**src/rtl/vend_pkg.sv**
```systemverilog
// rtl/vend_pkg.sv - shared vending definitions: feeder states, coin symbols, default size
package vend_pkg;

    localparam int MAX_COINS_DEFAULT = 4;

    localparam logic COIN_SMALL = 1'b0;
    localparam logic COIN_LARGE = 1'b1;

    typedef enum logic [1:0] {
        ST_IDLE = 2'd0,
        ST_SEND = 2'd1,
        ST_WAIT = 2'd2,
        ST_DONE = 2'd3
    } feeder_state_t;

endpackage

```
**src/rtl/coin_feeder.sv**
```systemverilog
// rtl/coin_feeder.sv - feeds a latched coin sequence into the recognizer and records the outcome
module coin_feeder
    import vend_pkg::*;
#(
    parameter int MAX_COINS = MAX_COINS_DEFAULT
) (
    input  logic                 clk,
    input  logic                 rst,
    input  logic                 start,
    input  logic [MAX_COINS-1:0] coin_seq,
    input  logic [2:0]           coin_len,
    input  logic                 out,
    input  logic                 rtrn,
    output logic                 x0,
    output logic                 x1,
    output logic                 rec_rst,
    output logic                 busy,
    output logic                 done,
    output logic                 sale,
    output logic                 change,
    output logic                 timeout,
    output logic [2:0]           coins_used
);

    localparam logic [2:0] MAX_LEN = 3'(MAX_COINS);

    feeder_state_t state;
    feeder_state_t state_next;

    // seq_q shifts right once per SEND cycle, so bit 0 is always the symbol being sent
    logic [MAX_COINS-1:0] seq_q;
    logic [2:0]           len_q;
    logic [2:0]           cnt;
    logic [2:0]           len_eff;
    logic                 accept;
    logic                 take_sale;
    logic                 take_timeout;

    // Oversized requests are clamped to the largest sequence we can hold
    always_comb begin
        len_eff = (coin_len > MAX_LEN) ? MAX_LEN : coin_len;
    end

    // State register; reset drops straight to IDLE, which forces every output to its idle value
    always_ff @(posedge clk or negedge rst) begin
        if (!rst) begin
            state <= ST_IDLE;
        end else begin
            state <= state_next;
        end
    end

    // Next-state and output decode; out seen at the end of SEND cycle 0 is stale and ignored
    always_comb begin
        state_next   = state;
        accept       = 1'b0;
        take_sale    = 1'b0;
        take_timeout = 1'b0;
        x0           = 1'b0;
        x1           = 1'b0;
        rec_rst      = 1'b1;
        busy         = 1'b1;
        done         = 1'b0;
        case (state)
            ST_IDLE: begin
                busy = 1'b0;
                if (start && (coin_len != 3'd0)) begin
                    accept     = 1'b1;
                    state_next = ST_SEND;
                end
            end
            ST_SEND: begin
                rec_rst = 1'b0;
                if (cnt == 3'd0) begin
                    x0 = seq_q[0];
                end else begin
                    x1 = seq_q[0];
                end
                if ((cnt != 3'd0) && out) begin
                    take_sale  = 1'b1;
                    state_next = ST_DONE;
                end else if (cnt == (len_q - 3'd1)) begin
                    state_next = ST_WAIT;
                end
            end
            ST_WAIT: begin
                rec_rst = 1'b0;
                if (out) begin
                    take_sale = 1'b1;
                end else begin
                    take_timeout = 1'b1;
                end
                state_next = ST_DONE;
            end
            ST_DONE: begin
                done       = 1'b1;
                state_next = ST_IDLE;
            end
            default: begin
                state_next = ST_IDLE;
            end
        endcase
    end

    // Transaction datapath: latch request, step through symbols, record the result until the next start
    always_ff @(posedge clk or negedge rst) begin
        if (!rst) begin
            seq_q      <= '0;
            len_q      <= 3'd0;
            cnt        <= 3'd0;
            sale       <= 1'b0;
            change     <= 1'b0;
            timeout    <= 1'b0;
            coins_used <= 3'd0;
        end else begin
            if (accept) begin
                seq_q      <= coin_seq;
                len_q      <= len_eff;
                cnt        <= 3'd0;
                sale       <= 1'b0;
                change     <= 1'b0;
                timeout    <= 1'b0;
                coins_used <= 3'd0;
            end else if (state == ST_SEND) begin
                cnt   <= cnt + 3'd1;
                seq_q <= seq_q >> 1;
            end
            if (take_sale) begin
                sale       <= 1'b1;
                change     <= rtrn;
                coins_used <= cnt;
            end
            if (take_timeout) begin
                timeout    <= 1'b1;
                sale       <= 1'b0;
                change     <= 1'b0;
                coins_used <= len_q;
            end
        end
    end

endmodule

```
**config.mk**
```make
export PLATFORM = sky130hd
export DESIGN_NAME = coin_feeder
export DESIGN_NICKNAME = d
export VERILOG_FILES = /design/src/rtl/vend_pkg.sv /design/src/rtl/coin_feeder.sv
export SDC_FILE = /design/constraint.sdc
export NUM_CORES = 1
export LEC_CHECK = 0
export CELL_PAD_IN_SITES_DETAIL_PLACEMENT = 0
export CELL_PAD_IN_SITES_GLOBAL_PLACEMENT = 1
export CORE_MARGIN = 2
export CORE_UTILIZATION = 23
export CTS_CLUSTER_SIZE = 30
export DETAILED_ROUTE_END_ITERATION = 8
export PLACE_DENSITY_LB_ADDON = 0.15
export SLEW_MARGIN = 15
export SYNTH_ARGS = -nofsm -noshare
export SYNTH_HDL_FRONTEND = slang
export SYNTH_SLANG_ARGS = --single-unit
export TNS_END_PERCENT = 10
```
**constraint.sdc**
```tcl
create_clock -name clk -period 2.25 [get_ports clk]
set_clock_uncertainty 0.15 [all_clocks]
set_input_delay 0.3375 -clock clk [delete_from_list [all_inputs] [get_ports clk]]
set_output_delay 0.3375 -clock clk [all_outputs]
set_load 0.01 [all_outputs]
```
Word level (Yosys, flattened, before mapping)

Index checks and enable logic that the tools add are counted.

Bits in registers: 18
Bits of input ports: 12
Output and inout port bits: 11
Logic and storage cells: 60

Add/subtract/negate cells: 2
Order comparisons: 1
Equal/unequal tests: 6
Multiplexer cells: 32
Reduce and logical (&&, ||, !) cells: 11

Operators with widths:

| kind                                                  | count |
|---|---|
| 2-to-1 mux 1 bit                                      | 19 |
| 2-to-1 mux 3 bit                                      | 6 |
| nonzero test 3 bit                                    | 3 |
| 2-to-1 mux 4 bit                                      | 2 |
| case mux 2 bit (4 select lines)                       | 1 |
| 2-to-1 mux 2 bit                                      | 3 |
| == test 2 bit (second input constant)                 | 2 |
| nonzero test 2 bit                                    | 2 |
| adder 3 x 1 -> 3 bit (second input constant)          | 1 |
| == test 3 bit                                         | 1 |
| greater-than comparator 3 bit (second input constant) | 1 |
| zero test 3 bit                                       | 1 |
| != test 3 bit (second input constant)                 | 1 |
| subtractor 3 x 1 -> 3 bit (second input constant)     | 1 |
| == test 2 x 1 -> 1 bit (second input constant)        | 1 |
| logical AND 1 bit                                     | 2 |
| zero test 2 bit                                       | 1 |
| != test 2 bit (second input constant)                 | 1 |
| case mux 1 bit (2 select lines)                       | 1 |
| AND reduction 2 bit                                   | 1 |
| OR reduction 2 bit                                    | 1 |

Longest topological paths before layout

Word-level depth: 7
Mapped depth: 6

Worst setup path before layout

Ideal clock, no wire load.

Kind: flip-flop to output port
From: register state[1]
To: output port x1
Arrival time: 1.309 ns
Setup slack: 0.453 ns
Cell stages (with the launch flop): 6
Buffers on the path: 1
Path through: dfrtp_1 inv_1 ha_1 clkbuf_1 nand2_1 nor2b_1

Longest elaborated chain between the ends: 2

Ends and longest elaborated chain:

| what                   | RTL line          | text |
|---|---|---|
| from (decl)            | coin_feeder.sv:27 | `feeder_state_t state;` |
| from (signal assigned) | coin_feeder.sv:49 | `state <= state_next;` |
| == test 2 x 1 -> 1 bit | coin_feeder.sv:64 | `case (state)` |
| 2-to-1 mux 1 bit       | coin_feeder.sv:64 |  |
| to (decl)              | coin_feeder.sv:15 | `output logic x1,` |

Every way passes these cells.

Worst setup path in the final report

From: register state[0]
To: output port rec_rst

Longest elaborated chain between the ends: 3
Elaborated cells on any way between the ends: 4
Those cells by class: eq/ne (2); mux (1); reduce/logical (1)

Ends and longest elaborated chain:

| what                                                    | RTL line          | text |
|---|---|---|
| == test 2 x 1 -> 1 bit or == test 2 bit (tied branches) | coin_feeder.sv:64 |  |
| OR reduction 2 bit (no line) (*)                        | n/a               |  |
| 2-to-1 mux 1 bit (*)                                    | coin_feeder.sv:64 |  |
| to (decl)                                               | coin_feeder.sv:16 | `output logic rec_rst,` |

Mark *: on every way between the ends. The rest lies on a longest branch, timed or not.

==> impl_metrics.ini <==
[finish]
seq_area_um2 = 452
drive_gt1_share_pct = 13.8
diodes = 0
syn_to_final_growth_pct = 38.1
multi_input_area_um2 = 517
final_cell_mix = clkdlybuf4s50_1 (20), dfrtp_1 (17), inv_1 (9), nand2_1 (8)
nets = 143
stdcell_count = 173
fill_cells = 424
mostFrequentLayoutCell = clkdlybuf4s50_1

[sta]
timing.final.hold_violations = 0
timing.final.ws_setup_ns = 0.119
fin_setup_tns_ns = 0
holdWs_ns = 0.268
relSlewSlack_pct = 77.2
rsz0062_at_grt = false
max_freq_mhz = 469
min_period_over_period_pct = 94.7
min_period_ns = 2.13
worstMarginPinSlew_ns = 0.342
finalMaxSlewViolations = 0
setup_viol = 0

[placed_design]
placed_cells = 167
io_buffer_count = 22
routabilityCongestion = 0.697
hpwlAfterDp_um = 1710
pre_cts_slack_ns = 0.184

[clock_tree]
cts_tree = done
clk_pin_slew_worst_paths_ns = 0.08
cts_sinks = 18
clk_latency_ns = 0.25
cts_hold_buf = 0
numCtsBuffers = 3
clockRootBuffer = clkbuf_8
htree_levels = 1
clockBufferDepth = 2

[critical_path]
cp-end-kind = output pin
worstSetupPathType = register to output pin
critical_path.max_fanout = 5
cp.required_ns = 1.76
cp.arrival_ns = 1.64
crit_path_start_kind = register

[die]
num_rows = 23
dieArea_mm2 = 0.00490
die_h_um = 70.0
dieWidth_um = 70.0
start_util_pct = 24.5
io_pins = 23
coreArea_mm2 = 0.00409

[logic_synthesis]
yosysWarnings = 0
synth-edff-count = 0
synth_nets = 113
ys_ff_latch = 18
synthDistinctLibCells = 31
syn_inst = 94
ys.flop_type = dfrtp_1
syn-cell-area_mm2 = 0.00100
yosysSeqAreaShare_pct = 45.0
ys_async_sr_fraction_pct = 100
avgSynthCellArea_um2 = 10.6

[flow_run]
max_cap_viol_count = 0

[route]
drt_iter0_drc = 32
detail-route-antenna-nets = 0
wl_per_cell_um = 13.4
vias_per_cell = 4.45
wl_um = 2320
vias = 770
drtPass1Iterations = 4
drc = 0

[power]
vdd_drop_max_mv = 0.421
p_per_area_mw_per_mm2 = 1360
power.leakage_nw = 0.649

[grt]
antenna_found_initial = 0
grt_max_degree = 19
grt_pass1_vias = 833
grt_pass1_wl_um = 4090
grt_usage_pct = 10.6
grt-ovfl-total = 0

[hold_path]
min_path_type = primary input to asynchronous set/reset pin

[run_status]
status = complete, no violations
==> metal layers <==
metal / vias up / GRT usage [%] / wire [um]
met5: - / 0 / 0
met3: 2 / 2.02 / 108
li1: 378 / - / -
met1: 372 / 13.7 / 1090
met2: 18 / 17.6 / 1100
met4: 0 / 3.85 / 21
==> synth_stat cells (2+ instances only) <==
library cell / number / area (um^2)
dfrtp_1: 18 / 450
inv_1: 9 / 33.8
nand2_1: 8 / 30.0
ha_1: 7 / 87.6
nor2_1: 7 / 26.3
mux2i_1: 5 / 50.1
o21ai_0: 4 / 20.0
a221o_1: 3 / 30.0
o21ai_1: 3 / 15.0
a21o_1: 2 / 15.0
and2_1: 2 / 12.5
mux2_1: 2 / 22.5
nand2b_1: 2 / 12.5
nand3b_1: 2 / 15.0
nor2b_1: 2 / 12.5
nor3_1: 2 / 10.0
xor2_1: 2 / 17.5
==> logic make-up (layout without fill, tap and decap cells) <==
group / count (synthesis) / after routing / synth area share, %
and+or+nand+nor: 28 / 28 / 13.7
AOI/OAI and AO/OA: 18 / 18 / 14.6
DFF: 18 / 18 / 45.0
buffers and inverters: 11 / 40 / 4.12
adders and majority gates: 7 / 7 / 8.75
muxes: 7 / 7 / 7.25
xor gates and xnor gates: 5 / 5 / 6.50
==> critical path, stage by stage, from the launching register on <==
cell             delay (ns)
dfrtp_2                0.41
inv_1                  0.07
ha_1                   0.31
inv_1                  0.08
clkdlybuf4s50_1        0.53
==> registers in the layout (all words and copies together), names as in the netlist <==
name        count
timeout         1
len_q           3
change          1
cnt             3
seq_q           4
sale            1
coins_used      3
state           2
==> layout make-up <==
type	count	area share [%]
inverter	9	2.44
timing repair buffer	27	19.0
tap	50	4.52
clock buffer	4	3.98
sequential	18	32.7
multi-input combinational	65	37.4
==> path summary, 6_finish.rpt <==
path | to | depth (start not counted) | slack (ns) | from
worst max register to register | change$_DFFE_PN0P_ | 6 | 0.32 | state[1]$_DFFE_PN0P_
worst min register to register | timeout$_DFFE_PN0P_ | 1 | 0.33 | timeout$_DFFE_PN0P_
max in group asynchronous | state[0]$_DFFE_PN0P_ | 2 | 1.46 | rst
worst max-delay path | rec_rst | 4 | 0.12 | state[0]$_DFFE_PN0P_
min in group clk | timeout$_DFFE_PN0P_ | 1 | 0.33 | timeout$_DFFE_PN0P_
worst min-delay path | timeout$_DFFE_PN0P_ | 2 | 0.27 | rst
==> metrics by stage <==
stage               power, mW  utilization [%]  area [um^2]
floorplan                1.22                -         1000
global route             2.05             33.8         1380
finish                   1.88             33.8         1380
CTS                      1.91             33.7         1380
detailed placement       1.58             31.8         1300
global placement         1.57             31.8         1300
==> where the power goes <==
part | internal, mW | total, mW | switching (mW)
clock network | 0.155 | 0.273 | 0.117
logic | 0.550 | 1.03 | 0.484
registers | 0.468 | 0.571 | 0.103
==> repair_timing <==
item	in CTS	in global routing
setup endpoints to repair	2	4
gates resized for setup	1	3
pin swaps	0	0
buffers inserted	2	0
Note: power is estimated with default switching activity, not from simulation.
